`config.mk`:
```
export PLATFORM = sky130hd
export DESIGN_NAME = gpio_multi
export DESIGN_NICKNAME = d
export VERILOG_FILES = /design/src/rtl/gpio_multi_pkg.sv /design/src/rtl/gpio_debounce.sv /design/src/rtl/gpio_multi.sv
export SDC_FILE = /design/constraint.sdc
export NUM_CORES = 1
export LEC_CHECK = 0
export ABC_AREA = 1
export ABC_CLOCK_PERIOD_IN_PS = 1200
export BUFFER_PORTS_ARGS = -buffer_cell sky130_fd_sc_hd__buf_4
export CORE_MARGIN = 3
export CORE_UTILIZATION = 40
export CTS_CLUSTER_DIAMETER = 100
export DETAILED_ROUTE_END_ITERATION = 10
export HOLD_SLACK_MARGIN = 0.15
export SYNTH_ARGS = -nofsm -noshare
export SYNTH_HDL_FRONTEND = slang
export SYNTH_HIERARCHICAL = 1
export SYNTH_SLANG_ARGS = --single-unit
```
`constraint.sdc`:
```
create_clock -name clk_i -period 1.2 [get_ports clk_i]
set_input_delay 0.06 -clock clk_i [delete_from_list [all_inputs] [get_ports clk_i]]
set_output_delay 0.06 -clock clk_i [all_outputs]
set_load 0.01 [all_outputs]
```
`src/rtl/gpio_multi_pkg.sv`:
```
// Shared definitions for the gpio_multi controller: register offsets, register index and interrupt source bits.
package gpio_multi_pkg;

   localparam logic [31:0] GPIO_OE_OFFSET          = 32'h00;
   localparam logic [31:0] GPIO_OUT_OFFSET         = 32'h04;
   localparam logic [31:0] GPIO_OUT_SET_OFFSET     = 32'h08;
   localparam logic [31:0] GPIO_OUT_CLR_OFFSET     = 32'h0C;
   localparam logic [31:0] GPIO_OUT_TGL_OFFSET     = 32'h10;
   localparam logic [31:0] GPIO_IN_OFFSET          = 32'h14;
   localparam logic [31:0] GPIO_FILT_EN_OFFSET     = 32'h18;
   localparam logic [31:0] GPIO_FILT_CNT_OFFSET    = 32'h1C;
   localparam logic [31:0] GPIO_INT_RISE_EN_OFFSET = 32'h20;
   localparam logic [31:0] GPIO_INT_FALL_EN_OFFSET = 32'h24;
   localparam logic [31:0] GPIO_INT_HIGH_EN_OFFSET = 32'h28;
   localparam logic [31:0] GPIO_INT_LOW_EN_OFFSET  = 32'h2C;
   localparam logic [31:0] GPIO_INT_STATE_OFFSET   = 32'h30;

   typedef enum logic [3:0] {
      REG_OE          = GPIO_OE_OFFSET[5:2],
      REG_OUT         = GPIO_OUT_OFFSET[5:2],
      REG_OUT_SET     = GPIO_OUT_SET_OFFSET[5:2],
      REG_OUT_CLR     = GPIO_OUT_CLR_OFFSET[5:2],
      REG_OUT_TGL     = GPIO_OUT_TGL_OFFSET[5:2],
      REG_IN          = GPIO_IN_OFFSET[5:2],
      REG_FILT_EN     = GPIO_FILT_EN_OFFSET[5:2],
      REG_FILT_CNT    = GPIO_FILT_CNT_OFFSET[5:2],
      REG_INT_RISE_EN = GPIO_INT_RISE_EN_OFFSET[5:2],
      REG_INT_FALL_EN = GPIO_INT_FALL_EN_OFFSET[5:2],
      REG_INT_HIGH_EN = GPIO_INT_HIGH_EN_OFFSET[5:2],
      REG_INT_LOW_EN  = GPIO_INT_LOW_EN_OFFSET[5:2],
      REG_INT_STATE   = GPIO_INT_STATE_OFFSET[5:2]
   } gpio_reg_e;

   localparam int INT_SRC_RISE = 0;
   localparam int INT_SRC_FALL = 1;
   localparam int INT_SRC_HIGH = 2;
   localparam int INT_SRC_LOW  = 3;
   localparam int INT_SRC_NUM  = 4;

endpackage

```
`src/rtl/gpio_debounce.sv`:
```
// Per-pin input path: 2-flop synchroniser followed by the debounced value f_o.
// With GPIO_MULTI_FILTER_EN undefined no counter is built and f_o is the synchroniser output plus one flop.
module gpio_debounce #(
   parameter int FILT_W = 16
) (
   input  logic              clk_i,
   input  logic              rst_ni,
   input  logic              pad_i,
`ifdef GPIO_MULTI_FILTER_EN
   input  logic              filt_en_i,
   input  logic [FILT_W-1:0] filt_cnt_i,
`endif
   output logic              f_o
);

   logic sync_p0, sync_p1, f_p2;

   // stage 0/1: metastability synchroniser
   always_ff @(posedge clk_i or negedge rst_ni) begin
      if (!rst_ni) begin
         sync_p0 <= 1'b0;
         sync_p1 <= 1'b0;
      end else begin
         sync_p0 <= pad_i;
         sync_p1 <= sync_p0;
      end
   end

`ifdef GPIO_MULTI_FILTER_EN
   logic [FILT_W-1:0] cnt_q;

   // stage 2: the counter only holds its value while filtering is off, so re-enabling resumes the count
   always_ff @(posedge clk_i or negedge rst_ni) begin
      if (!rst_ni) begin
         cnt_q <= '0;
         f_p2  <= 1'b0;
      end else if (!filt_en_i) begin
         f_p2 <= sync_p1;
      end else if (sync_p1 == f_p2) begin
         cnt_q <= '0;
      end else if (cnt_q >= filt_cnt_i) begin
         f_p2  <= sync_p1;
         cnt_q <= '0;
      end else begin
         cnt_q <= cnt_q + FILT_W'(1);
      end
   end
`else
   logic [FILT_W-1:0] unused_cnt;
   assign unused_cnt = '0;

   // stage 2: plain register behind the synchroniser
   always_ff @(posedge clk_i or negedge rst_ni) begin
      if (!rst_ni) f_p2 <= 1'b0;
      else         f_p2 <= sync_p1;
   end
`endif

   assign f_o = f_p2;

endmodule

```
`src/rtl/gpio_multi.sv`:
```
// GPIO controller top: register decode, byte-masked writes, interrupt collection and read mux.
// Define GPIO_MULTI_FILTER_EN to build the debounce counters and the FILT_EN/FILT_CNT registers.
module gpio_multi
   import gpio_multi_pkg::*;
#(
   parameter int GPIO_NUM = 16,
   parameter int FILT_W   = 16
) (
   input  logic                clk_i,
   input  logic                rst_ni,
   output logic [GPIO_NUM-1:0] gpio_oe_o,
   output logic [GPIO_NUM-1:0] gpio_data_o,
   input  logic [GPIO_NUM-1:0] gpio_data_i,
   output logic [GPIO_NUM-1:0] irq_o,
   output logic                irq_any_o,
   input  logic                reg_we_i,
   input  logic                reg_re_i,
   input  logic [31:0]         reg_wdata_i,
   input  logic [3:0]          reg_be_i,
   input  logic [31:0]         reg_addr_i,
   output logic [31:0]         reg_rdata_o
);

   logic [GPIO_NUM-1:0] oe_q, out_q, rise_en_q, fall_en_q, high_en_q, low_en_q, int_state_q;
   logic [GPIO_NUM-1:0] f, f_d1, evt, wmask, wbits, int_clr;
   logic [31:0]         bmask, rdata;
   gpio_reg_e           reg_idx;
   logic                unused_bits;

`ifdef GPIO_MULTI_FILTER_EN
   logic [GPIO_NUM-1:0] filt_en_q;
   logic [FILT_W-1:0]   filt_cnt_q;
`endif

   function automatic logic [GPIO_NUM-1:0] merge(input logic [GPIO_NUM-1:0] cur,
                                                 input logic [GPIO_NUM-1:0] bits,
                                                 input logic [GPIO_NUM-1:0] mask);
      return (cur & ~mask) | bits;
   endfunction

   assign reg_idx     = gpio_reg_e'(reg_addr_i[5:2]);
   assign bmask       = {{8{reg_be_i[3]}}, {8{reg_be_i[2]}}, {8{reg_be_i[1]}}, {8{reg_be_i[0]}}};
   assign wmask       = bmask[GPIO_NUM-1:0];
   assign wbits       = reg_wdata_i[GPIO_NUM-1:0] & wmask;
   assign int_clr     = (reg_we_i && reg_idx == REG_INT_STATE) ? wbits : '0;
   assign unused_bits = ^{reg_addr_i[31:6], reg_addr_i[1:0], reg_wdata_i, bmask};

   for (genvar i = 0; i < GPIO_NUM; i++) begin : g_pin
      logic [INT_SRC_NUM-1:0] src, en;

      gpio_debounce #(.FILT_W(FILT_W)) u_debounce (
         .clk_i      (clk_i),
         .rst_ni     (rst_ni),
         .pad_i      (gpio_data_i[i]),
`ifdef GPIO_MULTI_FILTER_EN
         .filt_en_i  (filt_en_q[i]),
         .filt_cnt_i (filt_cnt_q),
`endif
         .f_o        (f[i])
      );

      assign src[INT_SRC_RISE] = f[i] & ~f_d1[i];
      assign src[INT_SRC_FALL] = ~f[i] & f_d1[i];
      assign src[INT_SRC_HIGH] = f[i];
      assign src[INT_SRC_LOW]  = ~f[i];
      assign en[INT_SRC_RISE]  = rise_en_q[i];
      assign en[INT_SRC_FALL]  = fall_en_q[i];
      assign en[INT_SRC_HIGH]  = high_en_q[i];
      assign en[INT_SRC_LOW]   = low_en_q[i];
      assign evt[i]            = |(src & en);
   end

   always_ff @(posedge clk_i or negedge rst_ni) begin
      if (!rst_ni) begin
         oe_q        <= '0;
         out_q       <= '0;
         rise_en_q   <= '0;
         fall_en_q   <= '0;
         high_en_q   <= '0;
         low_en_q    <= '0;
         int_state_q <= '0;
         f_d1        <= '0;
`ifdef GPIO_MULTI_FILTER_EN
         filt_en_q   <= '0;
         filt_cnt_q  <= '0;
`endif
      end else begin
         f_d1        <= f;
         // a new event overrides a simultaneous clear
         int_state_q <= (int_state_q & ~int_clr) | evt;
         if (reg_we_i) begin
            case (reg_idx)
               REG_OE:          oe_q      <= merge(oe_q, wbits, wmask);
               REG_OUT:         out_q     <= merge(out_q, wbits, wmask);
               REG_OUT_SET:     out_q     <= out_q | wbits;
               REG_OUT_CLR:     out_q     <= out_q & ~wbits;
               REG_OUT_TGL:     out_q     <= out_q ^ wbits;
`ifdef GPIO_MULTI_FILTER_EN
               REG_FILT_EN:     filt_en_q <= merge(filt_en_q, wbits, wmask);
               REG_FILT_CNT:    filt_cnt_q <= (filt_cnt_q & ~bmask[FILT_W-1:0]) |
                                              (reg_wdata_i[FILT_W-1:0] & bmask[FILT_W-1:0]);
`endif
               REG_INT_RISE_EN: rise_en_q <= merge(rise_en_q, wbits, wmask);
               REG_INT_FALL_EN: fall_en_q <= merge(fall_en_q, wbits, wmask);
               REG_INT_HIGH_EN: high_en_q <= merge(high_en_q, wbits, wmask);
               REG_INT_LOW_EN:  low_en_q  <= merge(low_en_q, wbits, wmask);
               default: ;
            endcase
         end
      end
   end

   always_comb begin
      rdata = '0;
      if (reg_re_i) begin
         case (reg_idx)
            REG_OE:          rdata[GPIO_NUM-1:0] = oe_q;
            REG_OUT:         rdata[GPIO_NUM-1:0] = out_q;
            REG_IN:          rdata[GPIO_NUM-1:0] = f;
`ifdef GPIO_MULTI_FILTER_EN
            REG_FILT_EN:     rdata[GPIO_NUM-1:0] = filt_en_q;
            REG_FILT_CNT:    rdata[FILT_W-1:0]   = filt_cnt_q;
`endif
            REG_INT_RISE_EN: rdata[GPIO_NUM-1:0] = rise_en_q;
            REG_INT_FALL_EN: rdata[GPIO_NUM-1:0] = fall_en_q;
            REG_INT_HIGH_EN: rdata[GPIO_NUM-1:0] = high_en_q;
            REG_INT_LOW_EN:  rdata[GPIO_NUM-1:0] = low_en_q;
            REG_INT_STATE:   rdata[GPIO_NUM-1:0] = int_state_q;
            default: ;
         endcase
      end
   end

   assign reg_rdata_o = rdata;
   assign gpio_oe_o   = oe_q;
   assign gpio_data_o = out_q;
   assign irq_o       = int_state_q;
   assign irq_any_o   = |int_state_q;

endmodule
```
==> results of run 1 <==
## Yosys cell counts, drive strengths merged (4+ instances only)
library cell,instances
nand3b,30
a21oi,49
clkbuf,19
nand2,256
nand3,167
o21ai,98
buf,49
nand4,16
ha,16
nor4,4
dfrtp,176
mux2i,15
inv,56
nor2,75
## through the flow
| stage | area (µm²) | setup slack (ns) | setup TNS (ns) | instances | utilization [%] |
|---|---|---|---|---|---|
| floorplan | 8610 | 0.0225 | 0 | 1045 | - |
| global placement | 10900 | -0.146 | -5.43 | 1495 | 52.7 |
| detailed placement | 10900 | -0.148 | -6.28 | 1495 | 52.7 |
| CTS | 12200 | -0.496 | -6.28 | 1576 | 59.4 |
| global route | 13100 | -0.522 | -10.15 | 1612 | 63.6 |
| finish | 13100 | -0.493 | -8.03 | 1612 | 63.6 |
## logic make-up (layout without fill, tap and decap cells)
family                   Yosys count  after routing  share of synthesized area [%]
multiplexers                      15             15                           1.76
flip-flops                       176            176                           51.5
AO/OA/AOI/OAI                    148            148                           8.75
other                              1             16                         0.0439
buffers and inverters            124            421                           6.57
adder cells (fa/ha/maj)           16             16                           2.34
AND/OR/NAND/NOR                  550            550                           29.0
## layout make-up
class,instances,area share (%)
repair buffers,333,26.0
inverters,56,1.62
clock inverters,13,1.25
flip-flops and latches,176,33.6
clock buffers,19,3.45
multi-input cells,745,31.5
well taps,270,2.57
## critical path, delay by kind of cell (launching register included)
| kind | cells | cell delay (ns) |
|---|---|---|
| buffers and inverters | 2 | 0.34 |
| AND/OR/NAND/NOR | 2 | 0.42 |
| flip-flops | 1 | 0.45 |
## final timing paths
kind | from | to | slack [ns]
worst max-delay path | irq_o[15] | irq_any_o | -0.49
max in group asynchronous | rst_ni | gpio_data_o[10] | 0.11
worst min-delay path | reg_be_i[1] | irq_o[8] | 0.19
min in group asynchronous | rst_ni | g_pin[3].u_debounce/f_o | 0.62
worst min register to register | g_pin[14].u_debounce/sync_p0 | g_pin[14].u_debounce/sync_p1 | 0.35
worst max register to register | gpio_data_o[11] | gpio_data_o[11] | -0.11
## layout by cell type (no fill, tap or decap), types with 6 or more instances in the layout
| cell type | instances |
|---|---|
| nand2_1 | 239 |
| dfrtp_1 | 168 |
| buf_4 | 162 |
| nand3_1 | 135 |
| buf_6 | 101 |
| o21ai_1 | 65 |
| inv_1 | 42 |
| nor2_1 | 41 |
| dlygate4sd3_1 | 35 |
| o21ai_0 | 33 |
| nand3_2 | 30 |
| nand3b_1 | 30 |
| buf_12 | 30 |
| nor2_2 | 28 |
| a21oi_1 | 28 |
| a21oi_2 | 21 |
| clkbuf_16 | 18 |
| nand2_2 | 17 |
| nand4_1 | 16 |
| conb_1 | 16 |
| mux2i_1 | 15 |
| inv_2 | 13 |
| ha_1 | 9 |
| dfrtp_2 | 8 |
| ha_4 | 7 |
| nor2_4 | 6 |
## what timing repair did
| item | in CTS | in global routing |
|---|---|---|
| setup endpoints to repair | 36 | 148 |
| cloned | 0 | 1 |
| pin swaps | 40 | 82 |
| hold buffers | 37 | 0 |
| endpoints found under the hold margin | 297 | 0 |
| setup buffers | 18 | 45 |
| gates resized for setup | 75 | 169 |
## layer usage
| metal | share of wire [%] | up-vias | GRT usage [%] |
|---|---|---|---|
| met3 | 6.4 | 59 | 4.57 |
| met5 | 0 | - | 0 |
| met2 | 47 | 359 | 40.6 |
| li1 | - | 4012 | - |
| met1 | 44 | 4274 | 35.4 |
| met4 | 2.3 | 0 | 7.66 |
## power breakdown
group	switching, W	total (W)	leakage (nW)	internal [W]
logic	0.00238	0.00496	3.91	0.00258
registers	0.000728	0.00744	2.10	0.00672
clock network	0.00264	0.00591	0.299	0.00327
total	0.00575	0.0183	6.31	0.0126
==> results.yml, run 1 <==
critical_path:
  cp_slowest_stage_delay_ns: 0.45
  crit_top_cell: "buf_4"
  arrival_ns: 1.63
  crit_chain: "nor4_2 -> buf_4 -> nand4_1 -> buf_4"
  worst_r2r_path_depth: 8
  slowest_stage: "dfrtp_2"
  worstSetupStartpointType: "register"
  crit_path_end_kind: "output port"
  critical_path_class: "reg2out"
  worstPathRequired_ns: 1.14
  worst-path-max-fanout: 4
outcome:
  status: "complete, but fails checks"
  violations: "negative setup slack"
synth:
  ys_ff_latch: 176
  synth_edf_count: 0
  syn-mean-instance-area_um2: 8.30
  syn-cell-area_um2: 8550
  ys_warn_count: 6
  async_flop_share_pct: 100
  synth.top_cell.area_share_pct: 51.5
  netlist_instances: 1030
  synth_cell_types: 27
  yosys.area.top_type: "dfrtp_1"
  yosysSeqAreaShare_pct: 51.5
  netlist_top_cells_area: "dfrtp_1, nand2_1, nand3_1"
  ys.flop_type: "dfrtp_1"
placement:
  gp_congestion: 0.887
  hpwl_mm: 19.9
  port_buffers: 106
sta:
  finalCritPeriodShare_pct: 141
  post-route-min-period_ns: 1.69
  finalSetupViolCount: 55
  skew_ns: 0.00799
  clock.fmax_mhz: 591
  slew_violations: 0
  whs_ns: 0.192
  finalHoldViolations: 0
  rsz0062_at_grt: "yes"
  fin_ws_ns: -0.493
power_and_ir_drop:
  power_density_nw_per_um2: 1400
  p_leak_nw: 6.31
  power_w: 0.0183
  peakVddDrop_mv: 0.837
clock_tree:
  numCtsBuffers: 17
  clock-root-buffer: "clkbuf_16"
  cts_sinks: 176
  cts.clk_slew.worst_paths_ns: 0.07
  clk_latency_ns: 0.43
  clock_path_buffers: 2
  cts_tree: "built"
  h-tree-depth: 4
global_route:
  overflow: 0
  grt_pass1_wl_mm: 46.7
  grt_max_degree: 50
  grt.total_usage_pct: 25.4
  antenna_found_initial: 0
  first_global_vias: 8339
die:
  coreArea_um2: 20600
  start_util_pct: 41.4
  die_h_um: 152
  die_area_um2: 23200
  fp-row-count: 52
  die_w_um: 152
  num_io_pins: 169
final_layout:
  diodes: 0
  area_delta_synth_final_pct: 53.5
  drive_gt1_share_pct: 34.7
  fillers: 1680
  multi_input_area_um2: 4130
  seqCellArea_um2: 4410
  final_nets: 1433
flow_run:
  max-cap-violations: 0
route:
  postRouteWirelength_mm: 30.8
  wl_per_cell_um: 19.1
  firstDrtPassIters: 5
  antenna_left: 0
  vias: 8704
  drcViolationCount: 0
  avgViaCountPerCell: 5.40
  drtIter0Drc: 709
worst_hold_path:
  hold_path.class: "in2reg"
  holdPathStages: 5
(Power assumes the default switching activity.)
==> inputs of run 2 (changes only) <==
- ABC_CLOCK_PERIOD_IN_PS: 1200 -> 2100
- clock period: 1.2 -> 2.1 ns (I/O delays scaled with it)
==> run 2 against run 1 <==
Compared with the run above:
- the run now ends clean
- utilization down 12 points
- first-iteration DRC count is 3.0% higher
- global-route usage shrank 2.6 points
- critical path depth unchanged
- sequential cell count did not move
- largest power group unchanged
==> results.yml, run 2 (synthesis results as in run 1) <==
power_and_ir_drop:
  power_density_nw_per_um2: 856
  peakVddDrop_mv: 0.670
  p_leak_nw: 5.26
critical_path:
  crit_path_end_kind: "output port"
  worstSetupStartpointType: "register"
  path_delay_family: "simple AND/OR/NAND/NOR gates"
  worst-path-max-fanout: 4
  critical_path_class: "reg2out"
  crit_top_cell: "buf_4"
  worstPathRequired_ns: 2.00
  cp_slowest_stage_delay_ns: 0.45
  crit_chain: "nor4_2 -> buf_4 -> nand4_1 -> buf_4"
  critical_path_cell_count: 4
  worst_r2r_path_depth: 6
  crit_buf_inv: 2
  slowest_stage: "nor4_2"
  arrival_ns: 1.84
clock_tree:
  clock_path_buffers: 2
  clock-root-buffer: "clkbuf_16"
  clk_latency_ns: 0.44
  h-tree-depth: 4
  cts.clk_slew.worst_paths_ns: 0.07
  numCtsBuffers: 17
  cts_tree: "built"
  cts_setup_buffers: 0
  cts_sinks: 176
sta:
  clock.fmax_mhz: 515
  finalHoldViolations: 0
  fin_ws_ns: 0.158
  skew_ns: 0.00741
  slew_headroom_pct: 58.9
  finalCritPeriodShare_pct: 92.5
  slew_violations: 0
  fin_tns_setup_ns: 0
  post-route-min-period_ns: 1.94
  worst_pin_slew_ns: 0.615
  rsz0062_at_grt: "no"
  finalSetupViolCount: 0
die:
  coreArea_um2: 20600
  die_area_um2: 23200
  fp-row-count: 52
  num_io_pins: 169
  die_w_um: 152
  start_util_pct: 41.4
  die_h_um: 152
global_route:
  overflow: 0
  use_met2_pct: 35.8
  antenna_found_initial: 0
  first_global_vias: 7383
  grt.met1_usage_pct: 33.0
  grt_max_degree: 53
  grt_pass1_wl_mm: 41.8
  gr-usage-met3_pct: 3.81
  busiest_layer: "met2"
  grt.total_usage_pct: 22.8
final_layout:
  drive_gt1_share_pct: 16.4
  final_common_cell: "nand2_1"
  fin_util_pct: 52.0
  diodes: 0
  final_nets: 1282
  layout_common_cells: "nand2_1, dfrtp_1, nand3_1"
  area_delta_synth_final_pct: 25.4
flow_run:
  max-cap-violations: 0
worst_hold_path:
  holdPathStages: 3
  hold_path.class: "in2reg"
route:
  vias: 7687
  wl_per_cell_um: 18.2
  drtIter0Drc: 730
  antenna_left: 0
  drcViolationCount: 0
  firstDrtPassIters: 7
  postRouteWirelength_mm: 26.5
  avgViaCountPerCell: 5.27
outcome:
  status: "finished, final reports clean"
placement:
  gp_congestion: 0.861
  hpwl_mm: 17.3
  port_buffers: 106
  post-place-ws_ns: 0.442
-- run 2: cell types whose count changed in the layout (fill, tap and decap cells not counted), moves of 21 or more --
cell / previous run / this run
nor2_2: 28 / 3
nand3_1: 135 / 165
buf_12: 30 / 5
nor2_1: 41 / 68
buf_6: 101 / 1
nand3_2: 30 / 2
buf_4: 162 / 141
-- run 2: what timing repair did --
action | CTS | global route
endpoints found under the setup margin | 1 | 0
gates resized for setup | 1 | 0
hold buffers | 36 | 0
endpoints found under the hold margin | 282 | 0
-- run 2: metrics by stage --
stage / total power (W) / std cells / hold slack [ns] / area (µm²)
after CTS: 0.00921 / 1460 / 0.153 / 10700
after floorplan: 0.00517 / 1045 / -0.191 / 8600
after global routing: 0.00966 / 1460 / 0.157 / 10700
final: 0.00917 / 1460 / 0.154 / 10700
after global placement: 0.00593 / 1393 / 0.0305 / 9760
after detailed placement: 0.00597 / 1393 / 0.0328 / 9760
-- run 2: final timing paths --
| path | startpoint | endpoint | slack [ns] |
|---|---|---|---|
| setup / recovery | irq_o[13] | irq_any_o | 0.16 |
| hold / removal | reg_we_i | gpio_data_o[10] | 0.15 |
| setup reg to reg | gpio_data_o[3] | gpio_data_o[3] | 0.84 |
| hold reg to reg | g_pin[14].u_debounce/sync_p1 | g_pin[14].u_debounce/f_o | 0.35 |
| max in group asynchronous | rst_ni | asynchronous set/reset pin | 0.97 |
| min in group asynchronous | rst_ni | asynchronous set/reset pin | 0.60 |
-- run 2: tightest hold or removal path, cell delays in order --
cell and delay [ns]:
buf_4 0.22, a21oi_1 0.18, a21oi_1 0.05
-- run 2: per-layer routing --
layer  part of all wire, %  wire (µm)  vias to the layer above
met3                   6.7       1790                       30
met2                    46      12100                      268
met5                     0          0                        -
li1                      -          -                     3710
met1                    46      12200                     3679
met4                   1.5        410                        0
-- run 2: cell type report --
type                       count  area, µm²
clock buffer                  18        429
clock inverter                13        153
fill                        1953       9910
inverter                      56        210
multi-input combinational    745       3660
sequential                   176       4400
tap                          270        338
timing repair buffer         182       1520
-- run 2: power by group --
group	switching, W	leakage, nW	internal, W
sequential	0.000485	2.11	0.00384
clock	0.00143	0.280	0.00177
combinational	0.000905	2.87	0.000743
==> inputs of run 3 (changes only) <==
- ABC_CLOCK_PERIOD_IN_PS: 2100 -> 2500
- clock period: 2.1 -> 2.5 ns (I/O delays scaled with it)
==> run 3 against run 2 <==
Compared with the run above:
- sequential power down 16%
- non-clock buffer count down 20
- global-route usage down 0.13 points
- design area down 1.6%
- critical path type unchanged
- critical endpoint unchanged
- largest cell class unchanged
- highest routed layer unchanged
==> results.yml, run 3 (synthesis results as in run 1) <==
power_and_ir_drop:
  swShare_pct: 30.2
  peakVddDrop_mv: 0.463
  p_seq_share_pct: 47.4
  combPwrFrac_pct: 17.8
  intPower_w: 0.00535
  power_density_nw_per_um2: 727
  p_leak_nw: 5.17
  power.switching_w: 0.00231
  clkPwrFrac_pct: 34.8
global_route:
  grt_pass1_wl_mm: 41.7
  antenna_found_initial: 0
  overflow: 0
  grt_max_degree: 69
  grt.total_usage_pct: 22.7
  first_global_vias: 7305
sta:
  post-route-min-period_ns: 2.01
  clock.fmax_mhz: 497
  finalHoldViolations: 0
  worst_pin_slew_ns: 0.808
  rsz0062_at_grt: "no"
  slew_violations: 0
  finalCritPeriodShare_pct: 80.5
  finalSetupViolCount: 0
  fin_tns_setup_ns: 0
  skew_ns: 0.00751
  slew_headroom_pct: 46.0
route:
  avgViaCountPerCell: 5.26
  wl_per_cell_um: 18.2
  met1Wirelength_mm: 11.8
  vias: 7580
  postRouteWirelength_mm: 26.2
  firstDrtPassIters: 5
  met3_length_mm: 1.57
  drtIter0Drc: 668
  met2WireLength_mm: 12.3
  top_layer: "met4"
  drcViolationCount: 0
  antenna_left: 0
critical_path:
  worst_r2r_path_depth: 6
  path_delay_family: "simple AND/OR/NAND/NOR gates"
  crit_buf_inv: 1
  critical_path_cell_count: 3
  cp_slowest_stage_delay_ns: 0.57
  worst-path-max-fanout: 4
  critical_path_class: "reg2out"
  crit_path_end_kind: "output port"
  slowest_stage: "nor4_1"
  worstPathRequired_ns: 2.38
  arrival_ns: 1.89
  worstSetupStartpointType: "register"
  crit_chain: "nor4_1 -> nand4_1 -> buf_4"
die:
  die_w_um: 152
  num_io_pins: 169
  fp-row-count: 52
  die_area_um2: 23200
  die_h_um: 152
  coreArea_um2: 20600
  start_util_pct: 41.4
outcome:
  status: "finished, final reports clean"
clock_tree:
  clock-root-buffer: "clkbuf_16"
  cts_setup_buffers: 0
  cts.clk_slew.worst_paths_ns: 0.07
  clk_latency_ns: 0.43
  cts_sinks: 176
  cts_tree: "built"
  h-tree-depth: 4
  clock_path_buffers: 2
  numCtsBuffers: 17
placement:
  gp_congestion: 0.842
  hpwl_mm: 17.3
  port_buffers: 106
final_layout:
  layout_common_cells: "nand2_1, dfrtp_1, nand3_1"
  area_delta_synth_final_pct: 23.3
  final_common_cell: "nand2_1"
  diodes: 0
  final_nets: 1262
  fin_util_pct: 51.1
  drive_gt1_share_pct: 15.2
flow_run:
  max-cap-violations: 0
worst_hold_path:
  hold_path.class: "in2reg"
  holdPathStages: 3
-- run 3: power groups by stage --
stage | sequential [W] | combinational (W) | clock [W]
floorplan | 0.00360 | 0.000734 | 0
global placement | 0.00367 | 0.00130 | 0
detailed placement | 0.00367 | 0.00133 | 0
CTS | 0.00362 | 0.00138 | 0.00271
global route | 0.00367 | 0.00156 | 0.00282
finish | 0.00363 | 0.00136 | 0.00267
-- run 3: layout make-up --
cell class	count	area [µm²]
Multi-Input combinational cell	745	3660
Clock buffer	22	494
Timing Repair Buffer	162	1340
Sequential cell	176	4400
Clock inverter	10	100
Inverter	56	210
Fill cell	1937	10100
Tap cell	270	338
-- run 3: path summary, 6_finish.rpt --
path / slack, ns / to / startpoint
max: 0.49 / irq_any_o / irq_o[13]
min: 0.18 / gpio_data_o[10] / reg_we_i
max reg2reg: 1.21 / gpio_data_o[4] / gpio_data_o[4]
min reg2reg: 0.34 / g_pin[2].u_debounce/f_o / g_pin[2].u_debounce/sync_p1
max in group asynchronous: 1.51 / f_d1[6] / rst_ni
min in group asynchronous: 0.22 / g_pin[1].u_debounce/sync_p1 / rst_ni
-- run 3: what timing repair did --
| action | 4_1_cts | 5_1_grt |
|---|---|---|
| gates resized for setup | 0 | 0 |
| endpoints found under the setup margin | 0 | 0 |
| endpoints found under the hold margin | 223 | 0 |
| hold buffers | 33 | 0 |
-- run 3: metal layers --
metal	vias up	GRT usage [%]
met3	39	3.81
met4	0	6.85
met2	260	35.3
met1	3615	32.7
met5	-	0
li1	3666	-
-- run 3: metrics by stage --
stage	cell area (µm²)	hold WS [ns]	total power [W]	worst slack (ns)	std cells
after floorplan	8600	-0.171	0.00434	1.13	1045
after global placement	9620	0.123	0.00496	0.558	1376
after detailed placement	9620	0.127	0.00500	0.469	1376
after CTS	10500	0.167	0.00771	0.414	1441
after global routing	10500	0.189	0.00806	0.448	1441
final	10500	0.178	0.00766	0.488	1441
-- run 3: worst reg2reg max path: cells and delay by family (launching register included) --
kind	cells	cell delay, ns
buffers and inverters	1	0.05
DFF	1	0.49
adders and majority gates	1	0.34
and+or+nand+nor	3	0.17
AOI/OAI and AO/OA	1	0.16
